**src/rtl/zpu_sd_pkg.sv**
```systemverilog
// Shared types and defaults for the ZPU virtual-disk request sequencer.
// Holds the sequencer state enum, the drive-number to slot mapping and default sizes.
// No logic of its own; imported by zpu_sd_sched.
package zpu_sd_pkg;

    localparam int VDNUM_DEF   = 3;
    localparam int TO_BITS_DEF = 24;

    typedef enum logic [1:0] {
        IDLE = 2'd0,
        REQ  = 2'd1,
        XFER = 2'd2
    } sd_state_t;

    // ZPU drive numbers map onto hps_io slots through bits 2 and 0 only.
    function automatic logic [1:0] drv_slot(input logic [2:0] drv);
        return {drv[2], drv[0]};
    endfunction

endpackage

```
**src/rtl/zpu_sd_sched.sv**
```systemverilog
// Serialises ZPU block read/write requests onto the per-drive hps_io sd_rd/sd_wr handshake.
// Latency: request edge to sd_rd/sd_wr bit is 1 cycle; ack fall to io_done is 1 cycle.
// No queueing: request edges arriving while busy are dropped; a timeout frees a hung drive.
import zpu_sd_pkg::*;

module zpu_sd_sched #(
    parameter int VDNUM   = VDNUM_DEF,
    parameter int TO_BITS = TO_BITS_DEF
) (
    input  logic              clk_sys,
    input  logic              reset,
    input  logic              req_rd,
    input  logic              req_wr,
    input  logic [2:0]        drv_num,
    input  logic              lba_wr,
    input  logic [31:0]       lba_in,
    output logic [31:0]       sd_lba,
    output logic [VDNUM-1:0]  sd_rd,
    output logic [VDNUM-1:0]  sd_wr,
    input  logic              sd_ack,
    output logic              io_done,
    output logic              io_err,
    output logic              busy
);

    sd_state_t          state;
    logic               req_rd_q;
    logic               req_wr_q;
    logic [TO_BITS-1:0] timer;

    logic               rd_rise;
    logic               wr_rise;
    logic [1:0]         slot;
    logic               slot_ok;
    logic [VDNUM-1:0]   slot_bit;
    logic [TO_BITS-1:0] timer_nx;
    logic               to_fire;

    assign rd_rise  = req_rd & ~req_rd_q;
    assign wr_rise  = req_wr & ~req_wr_q;
    assign slot     = drv_slot(drv_num);
    assign slot_ok  = int'(slot) < VDNUM;
    assign slot_bit = VDNUM'(1) << slot;
    assign timer_nx = timer + TO_BITS'(1);
    // Fires on the cycle the timer would reach all-ones, so it never wraps.
    assign to_fire  = &timer_nx;
    assign busy     = (state != IDLE);

    always_ff @(posedge clk_sys) begin
        if (reset) begin
            state    <= IDLE;
            req_rd_q <= 1'b0;
            req_wr_q <= 1'b0;
            timer    <= '0;
            sd_lba   <= '0;
            sd_rd    <= '0;
            sd_wr    <= '0;
            io_done  <= 1'b1;
            io_err   <= 1'b0;
        end else begin
            req_rd_q <= req_rd;
            req_wr_q <= req_wr;

            // Address is frozen while hps_io may still be using it.
            if (lba_wr && state == IDLE)
                sd_lba <= lba_in;

            case (state)
                IDLE: begin
                    if (rd_rise || wr_rise) begin
                        if (slot_ok) begin
                            sd_rd   <= rd_rise ? slot_bit : '0;
                            sd_wr   <= rd_rise ? '0 : slot_bit;
                            io_done <= 1'b0;
                            io_err  <= 1'b0;
                            timer   <= '0;
                            state   <= REQ;
                        end else begin
                            io_err  <= 1'b1;
                        end
                    end
                end
                REQ: begin
                    timer <= timer_nx;
                    if (sd_ack) begin
                        sd_rd <= '0;
                        sd_wr <= '0;
                        state <= XFER;
                    end else if (to_fire) begin
                        sd_rd   <= '0;
                        sd_wr   <= '0;
                        io_err  <= 1'b1;
                        io_done <= 1'b1;
                        state   <= IDLE;
                    end
                end
                XFER: begin
                    timer <= timer_nx;
                    if (!sd_ack) begin
                        io_done <= 1'b1;
                        state   <= IDLE;
                    end else if (to_fire) begin
                        io_err  <= 1'b1;
                        io_done <= 1'b1;
                        state   <= IDLE;
                    end
                end
                default: begin
                    sd_rd <= '0;
                    sd_wr <= '0;
                    state <= IDLE;
                end
            endcase
        end
    end

endmodule

```
**config.mk**
```make
export PLATFORM = sky130hd
export DESIGN_NAME = zpu_sd_sched
export DESIGN_NICKNAME = d
export VERILOG_FILES = /design/src/rtl/zpu_sd_pkg.sv /design/src/rtl/zpu_sd_sched.sv
export SDC_FILE = /design/constraint.sdc
export NUM_CORES = 1
export LEC_CHECK = 0
export BUFFER_PORTS_ARGS = -buffer_cell sky130_fd_sc_hd__clkbuf_2
export CELL_PAD_IN_SITES_DETAIL_PLACEMENT = 2
export CELL_PAD_IN_SITES_GLOBAL_PLACEMENT = 2
export CORE_UTILIZATION = 33
export CTS_BUF_LIST = sky130_fd_sc_hd__clkbuf_8
export CTS_CLUSTER_DIAMETER = 30
export DETAILED_ROUTE_END_ITERATION = 8
export PLACE_DENSITY_LB_ADDON = 0.1
export SLEW_MARGIN = 20
export SYNTH_ARGS = -nofsm -noshare
export SYNTH_HDL_FRONTEND = slang
export SYNTH_SLANG_ARGS = --single-unit
```
**constraint.sdc**
```tcl
create_clock -name clk_sys -period 6.8 [get_ports clk_sys]
set_clock_uncertainty 0.2 [all_clocks]
set_input_delay 0.34 -clock clk_sys [delete_from_list [all_inputs] [get_ports clk_sys]]
set_output_delay 0.34 -clock clk_sys [all_outputs]
set_load 0.02 [all_outputs]
```
==> results_dict.tcl <==
set metrics [dict create \
    outcome "completed" \
    cts_sinks 68 \
    cts_buffers 9 \
    finalSetupViolations 0 \
    powerDensity_nw_per_um2 248.6 \
    cts-root-buf "clkbuf_8" \
    row_count 36 \
    relSlewSlack 0.4882 \
    criticalPathCategory "reg -> reg" \
    track_usage 0.2168 \
    whs_path_depth 3 \
    worst_pin_slew_ns 0.7677 \
    antenna_left 0 \
    arrival_ns 3.57 \
    p_leak_nw 1.668 \
    postSynthCellCount 439 \
    finalCritPeriodShare 0.5220 \
    avgRoutedWirePerCell_um 16.61 \
    grt_pass1_wl_um 17460 \
    r2r_setup_slack_ns 3.25 \
    die_x_um 102.0 \
    initial_utilization 0.3392 \
    cts_tree "yes" \
    ys.flop_type "dfxtp_1" \
    slowest_stage "nor4_2" \
    met3_usage 0.03899 \
    ys_types 50 \
    num_antenna_cells 0 \
    antenna_found_initial 0 \
    synth.area.top_cells "dfxtp_1, nand2_1, a21oi_1" \
    fin_util 0.4176 \
    drt-total-wl_um 10880 \
    path_max_fanout 8 \
    port-buffer-count 80 \
    core-area_um2 9729 \
    first_global_vias 3536 \
    clock_latency_ns 0.35 \
    hp-class "in -> reg" \
    ios 82 \
    dp_hpwl_um 7369 \
    finalSetupTns_ns 0 \
    ys_ff_latch 68 \
    die_y_um 102.0 \
    cap_violations 0 \
    reg2reg_depth 8 \
    synth-edff-count 0 \
    met2_usage 0.3774 \
    use_met1 0.2717 \
    synthArstFlopShare 0 \
    vias 3400 \
    dr.pass1.iters 4 \
    peakVddDrop_mv 0.09749 \
    max_freq_mhz 281.7 \
    synth_top_area_frac 0.4124 \
    critical_path.max_stage_delay_ns 0.62 \
    cts.reportedPaths.clkPinSlew_ns 0.08 \
    rr_endpoint "sd_wr[2]" \
    busiest_layer "met2" \
    dieArea_um2 10410 \
    nets 564 \
    gp_congestion 0.7572 \
    drc 0 \
    via_per_inst 5.191 \
    hold_viol 0 \
    ys_seq_area_frac 0.4124 \
    drt_iter0_drc 81 \
    start_kind "flop" \
    period_minus_slack_ns 3.550 \
    hold-path-endpoint "sd_lba[30]" \
    slew_violations 0 \
    p_total_mw 1.010 \
    syn_nets 486 \
    grt_max_degree 71 \
    yosysWarnings 0 \
    drive_above_1_share 0.2107 \
    clk_path_buf_depth 2 \
    crit_path_cell_trace "ha_1 > nand4_2 > nor4_2 > and4_1 > o22ai_1 > or4_4 > a211o_1 > mux2i_1" \
    cp.required_ns 6.82 \
    htree_levels 3 \
    postSynthAreaPerCell_um2 7.519 \
    syn2layout_area_growth_pct 23.09 \
    cts_setup_buffers 0 \
    synth_area_um2 3301 \
    worstHoldStart "lba_in[30]" \
    r2r-start "timer[0]" \
    end_kind "flop" \
    grt.overflow.total 0 \
    rsz0062_at_grt "false" \
    synth_top_cell_by_area "dfxtp_1" \
]
## registers in the layout (all words and copies together) (netlist names)
| register | cells |
|---|---|
| req_wr_q | 1 |
| timer | 24 |
| sd_rd | 3 |
| req_rd_q | 1 |
| sd_lba | 32 |
| io_done | 1 |
| sd_wr | 3 |
| io_err | 1 |
| state | 2 |
## cells in the final DEF, fill, tap and decap left out, types with 7 or more instances in the layout
cell and instances:
nand4_1 9, clkbuf_8 9, nor3_1 17, nor2_1 36, dfxtp_1 68, nand2_1 111
clkbuf_2 79, mux2i_1 7, nand3_1 12, o21ai_0 8, inv_1 11, dlygate4sd3_1 10
nor2b_1 7, a21oi_1 64
## cell usage after synthesis, types with 6 or more instances
cell	n
a21oi_1	64
clkbuf_1	20
dfxtp_1	68
ha_1	6
inv_1	10
mux2i_1	7
nand2_1	112
nand2b_1	6
nand3_1	12
nand4_1	9
nor2_1	36
nor2b_1	7
nor3_1	17
o21ai_0	8
## routing by layer
layer	part of all wire	wire length [um]	vias to the layer above
li1	-	-	1660
met1	0.45	4946	1666
met2	0.51	5518	61
met3	0.026	285	13
met4	0.012	129	0
met5	0	0	-
## critical path, delay by kind of cell (launching register included)
| family | cells | cell delay, ns |
|---|---|---|
| fa+ha+maj | 1 | 0.33 |
| flops | 1 | 0.47 |
| mux | 1 | 0.17 |
| simple gates | 4 | 1.72 |
| compound gates | 2 | 0.55 |
## report_power, final
part | switching, mW | internal [mW]
clock | 0.166 | 0.168
sequential | 0.0154 | 0.423
combinational | 0.161 | 0.0775
total | 0.342 | 0.668
## cells by family after synthesis
logic type                 Yosys count  synth area share
AOI/OAI and AO/OA                   96            0.1645
xor gates and xnor gates             3          0.007962
adders and majority gates            6           0.02274
buffers and inverters               36           0.04852
DFF                                 68            0.4124
muxes                                7           0.02123
and+or+nand+nor                    223            0.3226
## metrics by stage
| stage | cells | setup WS (ns) | hold slack (ns) | instance area [um2] |
|---|---|---|---|---|
| after CTS | 655 | 3.325 | 0.001395 | 4060 |
| after floorplan | 439 | 3.795 | 0.2682 | 3301 |
| final | 655 | 3.250 | 0.01261 | 4063 |
| after detailed placement | 629 | 3.347 | 0.2507 | 3767 |
| after global placement | 629 | 3.419 | 0.2405 | 3767 |
| after global routing | 655 | 3.057 | 0.007603 | 4063 |
## worst max path at each step
stage	start	to	slack, ns	cells after the start
after global placement	timer[0]	sd_rd[2]	3.42	8
after detailed placement	timer[0]	sd_rd[0]	3.35	8
after global routing	timer[0]	sd_rd[2]	3.06	8
after CTS	timer[0]	sd_wr[2]	3.32	8
final	timer[0]	sd_wr[2]	3.25	8
after floorplan	timer[0]	sd_rd[0]	3.79	9
## layout make-up
class                           count  area, um2
Multi-Input combinational cell    335       1782
Timing Repair Buffer               93      523.0
Fill cell                        1177       5667
Clock buffer                        9      123.9
Clock inverter                      7      68.82
Sequential cell                    68       1361
Inverter                           10      37.54
Tap cell                          133      166.4
## what timing repair did
item	CTS	global route
gates resized for setup	0	0
endpoints found under the hold margin	10	0
hold buffers	10	0
Note: power is estimated with default switching activity, not from simulation.
